## config.mk

```make
export PLATFORM = sky130hd
export DESIGN_NAME = track_mode_sequencer
export DESIGN_NICKNAME = d
export VERILOG_FILES = /design/src/rtl/track_mode_sequencer.sv
export SDC_FILE = /design/constraint.sdc
export NUM_CORES = 1
export LEC_CHECK = 0
export ABC_AREA = 1
export BUFFER_PORTS_ARGS = -buffer_cell sky130_fd_sc_hd__buf_2
export CORE_UTILIZATION = 45
export DETAILED_ROUTE_END_ITERATION = 8
export GPL_TIMING_DRIVEN = 0
export HOLD_SLACK_MARGIN = 0.02
export SLEW_MARGIN = 10
export SYNTH_ARGS = -nofsm -noshare
export SYNTH_HDL_FRONTEND = slang
export SYNTH_SLANG_ARGS = --single-unit
```

## constraint.sdc

```tcl
create_clock -name clk -period 3.95 [get_ports clk]
set_input_delay 0.79 -clock clk [delete_from_list [all_inputs] [get_ports clk]]
set_output_delay 0.79 -clock clk [all_outputs]
set_load 0.01 [all_outputs]
```

## src/rtl/track_mode_sequencer.sv

```systemverilog
`default_nettype none
// ============================================================================
// Module      : track_mode_sequencer
// Description : Line-following supervisor for the two-wheel car. Debounces
//               the 3-bit IR line sensor, tracks an obstacle flag from the
//               ultrasonic range strobe, and sequences the steering mode and
//               motor-enable seen by the motor block.
// Ports       : clk, rst      - clock, asynchronous active-high reset
//               start, stop   - one-cycle command pulses
//               sensor[2:0]   - raw IR {L,C,R}, 1 = line under sensor
//               dist_cm[8:0]  - ultrasonic distance (cm), new on dist_valid
//               mode[2:0]     - registered steering mode
//               run           - registered motor enable
//               fault         - sticky "line lost, retries exhausted"
//               state[2:0]    - IDLE=0 TRACK=1 LOST=2 REVERSE=3 HALT=4
// Revision    : 1.0 - initial release
// ============================================================================
module track_mode_sequencer #(
    parameter int FILT_CYC  = 1000,
    parameter int LOST_CYC  = 50_000_000,
    parameter int REV_CYC   = 30_000_000,
    parameter int MAX_RETRY = 3,
    parameter int OBST_CM   = 20,
    parameter int HYST_CM   = 5,
    parameter int CLEAR_CYC = 10_000_000
) (
    input  logic       clk,
    input  logic       rst,
    input  logic       start,
    input  logic       stop,
    input  logic [2:0] sensor,
    input  logic [8:0] dist_cm,
    input  logic       dist_valid,
    output logic [2:0] mode,
    output logic       run,
    output logic       fault,
    output logic [2:0] state
);

    // One shared counter width sized for the longest interval.
    localparam int c_max_ab  = (FILT_CYC > LOST_CYC) ? FILT_CYC : LOST_CYC;
    localparam int c_max_cd  = (REV_CYC > CLEAR_CYC) ? REV_CYC : CLEAR_CYC;
    localparam int c_max_cyc = (c_max_ab > c_max_cd) ? c_max_ab : c_max_cd;
    localparam int c_cnt_w   = ($clog2(c_max_cyc) < 1) ? 1 : $clog2(c_max_cyc);
    localparam int c_retry_w = ($clog2(MAX_RETRY + 1) < 1) ? 1 : $clog2(MAX_RETRY + 1);

    localparam logic [c_cnt_w-1:0]   c_filt_last  = c_cnt_w'(FILT_CYC - 1);
    localparam logic [c_cnt_w-1:0]   c_lost_last  = c_cnt_w'(LOST_CYC - 1);
    localparam logic [c_cnt_w-1:0]   c_rev_last   = c_cnt_w'(REV_CYC - 1);
    localparam logic [c_cnt_w-1:0]   c_clear_last = c_cnt_w'(CLEAR_CYC - 1);
    localparam logic [c_cnt_w-1:0]   c_cnt_one    = c_cnt_w'(1);
    localparam logic [c_retry_w-1:0] c_retry_max  = c_retry_w'(MAX_RETRY);
    localparam logic [c_retry_w-1:0] c_retry_one  = c_retry_w'(1);
    localparam logic [8:0]           c_obst_cm    = 9'(OBST_CM);
    localparam logic [8:0]           c_release_cm = 9'(OBST_CM + HYST_CM);

    typedef enum logic [2:0] {
        ST_IDLE    = 3'd0,
        ST_TRACK   = 3'd1,
        ST_LOST    = 3'd2,
        ST_REVERSE = 3'd3,
        ST_HALT    = 3'd4
    } state_t;

    state_t               r_state;
    logic [2:0]           r_mode;
    logic                 r_run;
    logic                 r_fault;
    logic [2:0]           r_sensor_prev;
    logic [2:0]           r_filt;
    logic [c_cnt_w-1:0]   r_filt_cnt;
    logic [c_cnt_w-1:0]   r_lost_cnt;
    logic [c_cnt_w-1:0]   r_rev_cnt;
    logic [c_cnt_w-1:0]   r_clear_cnt;
    logic [c_retry_w-1:0] r_retry;
    logic                 r_obst;

    assign mode  = r_mode;
    assign run   = r_run;
    assign fault = r_fault;
    assign state = r_state;

    // Sensor debounce: any raw change restarts the stability count; the
    // filtered value only follows once the raw value has held long enough.
    always_ff @(posedge clk or posedge rst) begin
        if (rst) begin
            r_sensor_prev <= 3'b000;
            r_filt_cnt    <= '0;
            r_filt        <= 3'b000;
        end else if (sensor != r_sensor_prev) begin
            r_sensor_prev <= sensor;
            r_filt_cnt    <= '0;
        end else if (r_filt_cnt == c_filt_last) begin
            r_filt        <= sensor;
        end else begin
            r_filt_cnt    <= r_filt_cnt + c_cnt_one;
        end
    end

    // Obstacle flag with hysteresis; only updated on a fresh range strobe.
    always_ff @(posedge clk or posedge rst) begin
        if (rst) begin
            r_obst <= 1'b0;
        end else if (dist_valid) begin
            if (dist_cm < c_obst_cm) begin
                r_obst <= 1'b1;
            end else if (dist_cm >= c_release_cm) begin
                r_obst <= 1'b0;
            end
        end
    end

    always_ff @(posedge clk or posedge rst) begin
        if (rst) begin
            r_state     <= ST_IDLE;
            r_mode      <= 3'b111;
            r_run       <= 1'b0;
            r_fault     <= 1'b0;
            r_lost_cnt  <= '0;
            r_rev_cnt   <= '0;
            r_clear_cnt <= '0;
            r_retry     <= '0;
        end else begin
            // Outputs are decoded from the state held during this cycle, so
            // they follow a transition one clock later.
            unique case (r_state)
                ST_IDLE: begin
                    r_run  <= 1'b0;
                    r_mode <= 3'b111;
                end
                ST_TRACK: begin
                    r_run <= 1'b1;
                    // Centre-only reads as straight ahead; both edges without
                    // the centre is ambiguous, so keep steering as before.
                    if (r_filt == 3'b010) begin
                        r_mode <= 3'b111;
                    end else if (r_filt != 3'b101) begin
                        r_mode <= r_filt;
                    end
                end
                ST_LOST: begin
                    r_run  <= 1'b1;
                    r_mode <= 3'b000;
                end
                ST_REVERSE: begin
                    r_run  <= 1'b1;
                    r_mode <= 3'b010;
                end
                ST_HALT: begin
                    r_run <= 1'b0;
                end
                default: begin
                    r_run  <= 1'b0;
                    r_mode <= 3'b111;
                end
            endcase

            if (stop) begin
                r_state <= ST_IDLE;
            end else begin
                unique case (r_state)
                    ST_IDLE: begin
                        if (start) begin
                            r_state <= ST_TRACK;
                            r_retry <= '0;
                            r_fault <= 1'b0;
                        end
                    end
                    ST_TRACK: begin
                        if (r_obst) begin
                            r_state     <= ST_HALT;
                            r_clear_cnt <= '0;
                        end else if (r_filt == 3'b000) begin
                            r_state    <= ST_LOST;
                            r_lost_cnt <= '0;
                        end
                    end
                    ST_LOST: begin
                        if (r_obst) begin
                            r_state     <= ST_HALT;
                            r_clear_cnt <= '0;
                        end else if (r_filt != 3'b000) begin
                            r_state <= ST_TRACK;
                            r_retry <= '0;
                        end else if (r_lost_cnt == c_lost_last) begin
                            if (r_retry < c_retry_max) begin
                                r_state   <= ST_REVERSE;
                                r_retry   <= r_retry + c_retry_one;
                                r_rev_cnt <= '0;
                            end else begin
                                r_state <= ST_IDLE;
                                r_fault <= 1'b1;
                            end
                        end else begin
                            r_lost_cnt <= r_lost_cnt + c_cnt_one;
                        end
                    end
                    ST_REVERSE: begin
                        // Obstacles are deliberately ignored while backing up.
                        if (r_rev_cnt == c_rev_last) begin
                            if (r_filt != 3'b000) begin
                                r_state <= ST_TRACK;
                                r_retry <= '0;
                            end else begin
                                r_state    <= ST_LOST;
                                r_lost_cnt <= '0;
                            end
                        end else begin
                            r_rev_cnt <= r_rev_cnt + c_cnt_one;
                        end
                    end
                    ST_HALT: begin
                        if (r_obst) begin
                            r_clear_cnt <= '0;
                        end else if (r_clear_cnt == c_clear_last) begin
                            r_state <= ST_TRACK;
                        end else begin
                            r_clear_cnt <= r_clear_cnt + c_cnt_one;
                        end
                    end
                    default: begin
                        r_state <= ST_IDLE;
                    end
                endcase
            end
        end
    end

endmodule
`default_nettype wire

```

# After elaboration in Yosys (flattened, before gate mapping)
# Index checks and enable logic that the tools add are counted.
# W data, S select, Z words.
[op_classes]
n_shift = 0
mul = 0
n_lt_le_gt_ge = 3
div = 0
mux = 53
add_sub_neg = 5
n_eq_ne = 36
n_reduce_logical = 20
bitwise_logic = 3
[op_table]
columns = ["operator", "n"]
rows = [
  ["$mux W26", 17],
  ["$add A26 B1 Y26 const B", 4],
  ["$pmux W26 S2", 2],
  ["$pmux W26 S3", 1],
  ["$mux W3", 12],
  ["$ne A2 B2 Y1 const B", 14],
  ["$ne A3 B3 Y1 const B", 9],
  ["$eq A26 B10 Y1 const B", 1],
  ["$eq A26 B24 Y1 const B", 1],
  ["$eq A26 B25 Y1 const B", 1],
  ["$eq A26 B26 Y1 const B", 1],
  ["$mux W2", 9],
  ["$pmux W3 S5", 1],
  ["$reduce_and A7 Y1", 2],
  ["$pmux W3 S4", 1],
  ["$eq A3 B2 Y1 const B", 3],
  ["$ge A9 B5 Y1 const B", 1],
  ["$lt A9 B5 Y1 const B", 1],
  ["$reduce_and A9 Y1", 1],
  ["$reduce_bool A3 Y1", 3],
  ["$mux W1", 8],
  ["$reduce_and A8 Y1", 1],
  ["$reduce_bool A2 Y1", 4],
  ["$logic_not A3 Y1", 2],
  ["16 further kinds", 20],
]
[totals]
output_inout_bits = 8
mem_count = 0
mem_bits_ro = 0
input_bits = 17
reg_bits = 121
word_cells = 132
latchBits = 0
ram_bits = 0

# Logic depth before layout (Yosys ltp)
[logic_depth]
ltp_word = 7
ltp_mapped = 13
mapped_depth_nobuf = 12

# Worst setup path after synthesis
# OpenSTA, ideal clock, no wires.
[synth_path]
path_kind = "input to register"
from = "input port sensor[0]"
to = "register r_filt_cnt[12]"
cell_stages = 6
arrival_time_ns = 1.707
path_slack_ns = 2.166
n_path_buf = 1
setup_time_ns = 0.077
t_required_ns = 3.873
path_cell_list = "xnor2_1 > nand3_1 > inv_1 > clkbuf_1 > o21ai_0 > a21oi_1"
[synth_between]
elab_chain_cells = 2
elab_cells_between_ends = 3
classes_between = "eq/ne: 2; mux: 1"
[synth_rtl]
columns = ["element", "line", "text"]
rows = [
  ["start, declared", "31", "input logic [2:0] sensor,"],
  ["$ne A3 B3 Y1 *", "90", "end else if (sensor != r_sensor_prev) begin"],
  ["$ne A2 B2 Y1 (no source line) / $mux W26 (equally long branches)", "--", ""],
  ["end signal, assigned", "96", "r_filt_cnt <= r_filt_cnt + c_cnt_one;"],
  ["end, declared", "71", "logic [c_cnt_w-1:0] r_filt_cnt;"],
]
# Mark *: on every way between the ends. The rest lies on a longest branch, timed or not.
# A chain may end at the register's enable or synchronous reset.

# Worst setup path after layout
[layout_path]
from = "register r_rev_cnt[0]"
to = "register r_lost_cnt[21]"
[layout_between]
elab_chain_cells = 3
[layout_rtl]
columns = ["element", "line", "text"]
rows = [
  ["start, declared", "73", "logic [c_cnt_w-1:0] r_rev_cnt;"],
  ["start signal, assigned", "209", "r_rev_cnt <= r_rev_cnt + c_cnt_one;"],
  ["$eq A26 B25 Y1", "200", "if (r_rev_cnt == c_rev_last) begin"],
  ["$ne A2 B2 Y1 (no source line)", "--", ""],
  ["$reduce_and A9 Y1 (no source line)", "--", ""],
  ["end signal, assigned", "195", "r_lost_cnt <= r_lost_cnt + c_cnt_one;"],
  ["end, declared", "72", "logic [c_cnt_w-1:0] r_lost_cnt;"],
]
# No other way between the ends.

==> impl_metrics.toml <==
[clock_network]
cts.path.max_buffers = 2
post_cts_hold_buffer_count = 0
clock-sinks = 121
cts.htree.levels = 4
clock_insertion_delay_worst_skew_ns = 0.42
tritoncts_clock_tree = "built"
clk_transition_reported_paths_ns = 0.06
cts_inserted_buffers = 17
clockRootBuffer = "clkbuf_16"
postCtsSetupBuffers = 0
post_cts_resized = 0

[pwr]
cellInternalPower_mw = 2.58
pwr-share-seq = 0.397
p_clk_frac = 0.366
power.ir.vdd_worst_mv = 0.391
p_sw_mw = 1.41
p_sw_frac = 0.353
p_per_area_nw_per_um2 = 448
total_leakage_power_nw = 3.91
combinational_power_share = 0.237

[final_layout]
flow.area_growth_from_synthesis_pct = 13.2
layout-drive-gt1-share = 0.0845
final_core_utilization = 0.519
fin_area_um2 = 8920
antenna_cells = 0
layout.filler_cells = 1803
fin_nets = 1252

[yosys]
synth.largest_area_cell = "dfrtp_1"
ys_async_sr_fraction = 1.00
synth.area.top_cells = "dfrtp_1 37%, nand2_1 16%, nor2_1 7.6%"
synth_fp_nets = 1205
synth-warning-count = 0
synth_area_um2 = 7880
count_of_flip_flops_with_a_built_in_enable_after_synthesis = 0
synth.top_cell.area_share = 0.375
synth.ff_latch_count = 121
synth_area_per_cell_um2 = 6.66
postSynth.topFlopCell = "dfrtp_1"
post_synth_inst_count = 1183
yosysSeqAreaShare = 0.385
synth_cell_type_count = 45

[critical_path]
cp_data_arrival_time_ns = 2.51
crit_path_max_fanout = 10
critPathLaunchType = "register"
worstSetupEndpointType = "register"
critPathKind = "reg -> reg"
crit_required_ns = 4.24

[grt]
first_pass_grt_wire_length_um = 34500
grt_max_degree = 32
grt_overflow_total = 0
grt_antenna_before_repair = 0
grt_pass1_vias = 7076
gr-usage-all-layers = 0.241

[sta]
timing.final.hold_violations = 0
fin_worst_skew_ns = 0.0110
period_minus_slack_ns = 2.22
tns_ns = 0
period_share = 0.562
worst_tran_pin_value_ns = 0.576
final.setup.worst_slack_ns = 1.73
setup_viol_count_final = 0
maxClockFrequency_mhz = 451
whs_ns = 0.430
final_max_slew_viol_count = 0
rsz0062_at_grt = "no"
maxSlewHeadroom = 0.615

[floorplan]
num_rows = 48
die_area_um2 = 18000
die_width_um = 134
io_pins = 25
die_height_um = 134
core_um2 = 17200
start_util = 0.459

[route]
final_antenna_net_count = 0
drc_errors = 0
initialDrtViolationCount = 653
detail_route.wirelength_um = 20300
vias_per_cell = 5.17
detailroute.via_count = 7579
detailedRoute.firstPassIterationCount = 5
post_drt_wl_per_cell_um = 13.9

[placed_design]
placedInstanceArea_um2 = 8370
dp_slack_ns = 1.47
dp_hpwl_um = 15200
finalWeightedCongestion = 0.960
place.port_buffers = 24

[hold_path]
timing.hold.worst.class = "in -> async"

[flow_run]
max_cap_violations = 0

[status]
status = "finished clean"
==> worst max-delay path, cell delays in order (launching register included) <==
cell     delay (ns)
dfrtp_1        0.40
ha_1           0.26
nand2_1        0.13
nor2_4         0.19
nand3_1        0.11
nor2_1         0.15
nand2_1        0.10
nand2_2        0.12
nand3_2        0.20
buf_2          0.27
nand2_1        0.08
o21ai_0        0.07
==> cells by family (layout without fill, tap and decap cells) <==
| logic type | after synthesis | in the layout | share of synthesized area |
|---|---|---|---|
| buffers and inverters | 176 | 235 | 0.0900 |
| adders and majority gates | 5 | 5 | 0.00794 |
| and+or+nand+nor | 719 | 719 | 0.394 |
| xor gates and xnor gates | 28 | 28 | 0.0311 |
| DFF | 121 | 121 | 0.385 |
| AOI/OAI and AO/OA | 134 | 134 | 0.0924 |
==> registers in the layout (all words and copies together), names as in the netlist, 3 cells and up <==
register,flops
r_lost_cnt,26
mode,3
r_filt_cnt,26
r_clear_cnt,26
r_sensor_prev,3
r_rev_cnt,26
state,3
r_filt,3
==> layout by cell type (no fill, tap or decap), types with 2 or more instances in the layout <==
master | Yosys | layout
buf_12 | 0 | 3
nor3_1 | 45 | 45
nand3_2 | 4 | 4
dfrtp_1 | 118 | 118
nor4_1 | 6 | 6
o21bai_1 | 3 | 3
clkbuf_16 | 0 | 17
o211ai_1 | 3 | 3
ha_1 | 5 | 5
a21o_1 | 2 | 2
o21ai_0 | 54 | 54
nand2_2 | 4 | 4
inv_6 | 1 | 2
inv_2 | 6 | 6
clkinvlp_4 | 0 | 5
xor2_1 | 22 | 22
clkinv_2 | 1 | 6
xnor2_1 | 6 | 6
nand3b_1 | 3 | 3
dfstp_2 | 3 | 3
o21ai_1 | 37 | 37
nand2_1 | 336 | 336
a21oi_1 | 25 | 25
inv_1 | 139 | 138
a31oi_1 | 2 | 2
clkbuf_1 | 11 | 12
buf_4 | 2 | 2
nand4_1 | 40 | 40
o22a_1 | 2 | 2
buf_2 | 13 | 37
nor2_4 | 2 | 2
nor2_2 | 4 | 4
nand3_1 | 110 | 110
nor2_1 | 160 | 160
==> Yosys cell counts, types with 2 or more instances <==
cell and count:
a21o_1 2, a21oi_1 25, a31oi_1 2, buf_2 13, buf_4 2, clkbuf_1 11, dfrtp_1 118, dfstp_2 3
ha_1 5, inv_1 139, inv_2 6, nand2_1 336, nand2_2 4, nand3_1 110, nand3_2 4, nand3b_1 3
nand4_1 40, nor2_1 160, nor2_2 4, nor2_4 2, nor3_1 45, nor4_1 6, o211ai_1 3, o21ai_0 54
o21ai_1 37, o21bai_1 3, o22a_1 2, xnor2_1 6, xor2_1 22
==> power groups by stage <==
stage	combinational [mW]	sequential, mW	clock (mW)
5_1_grt	1.08	1.61	1.55
4_1_cts	0.950	1.58	1.50
3_5_place_dp	0.946	1.60	0
3_3_place_gp	0.930	1.60	0
2_1_floorplan	0.678	1.57	0
6_report	0.947	1.59	1.46
==> path summary, 6_finish.rpt <==
| check | from | end | slack, ns | depth (start not counted) |
|---|---|---|---|---|
| setup reg to reg | r_rev_cnt[0] | r_lost_cnt[21] | 1.73 | 11 |
| hold reg to reg | r_filt_cnt[6] | r_filt_cnt[6] | 0.48 | 1 |
| max in group asynchronous | rst | mode[2] | 2.54 | 5 |
| setup / recovery | r_rev_cnt[0] | r_lost_cnt[21] | 1.73 | 11 |
| min in group clk | r_filt_cnt[6] | r_filt_cnt[6] | 0.48 | 1 |
| hold / removal | rst | r_sensor_prev[0] | 0.43 | 2 |
==> area by class of cell <==
cell class                      instances  area, µm²  area share
Clock inverter                         12        103      0.0115
Inverter                              148        566      0.0634
Tap cell                              225        282      0.0316
Sequential cell                       121       3030       0.340
Timing Repair Buffer                   28        208      0.0233
Multi-Input combinational cell        886       4140       0.464
Buffer                                 28        148      0.0166
Clock buffer                           19        443      0.0497
==> metal layers <==
layer | part of all wire | routed length, µm | GRT usage | vias up
li1 | - | - | - | 3927
met1 | 0.49 | 9960 | 0.333 | 3453
met5 | 0 | 0 | 0 | -
met3 | 0.044 | 901 | 0.0506 | 28
met2 | 0.45 | 9190 | 0.381 | 171
met4 | 0.014 | 294 | 0.0705 | 0
==> metrics by stage <==
stage	instances	power, mW
after floorplan	1183	2.24
after global placement	1432	2.53
after detailed placement	1436	2.55
after CTS	1467	4.03
after global routing	1467	4.24
final	1467	3.99
No activity file was read; power rests on OpenSTA's default activity.
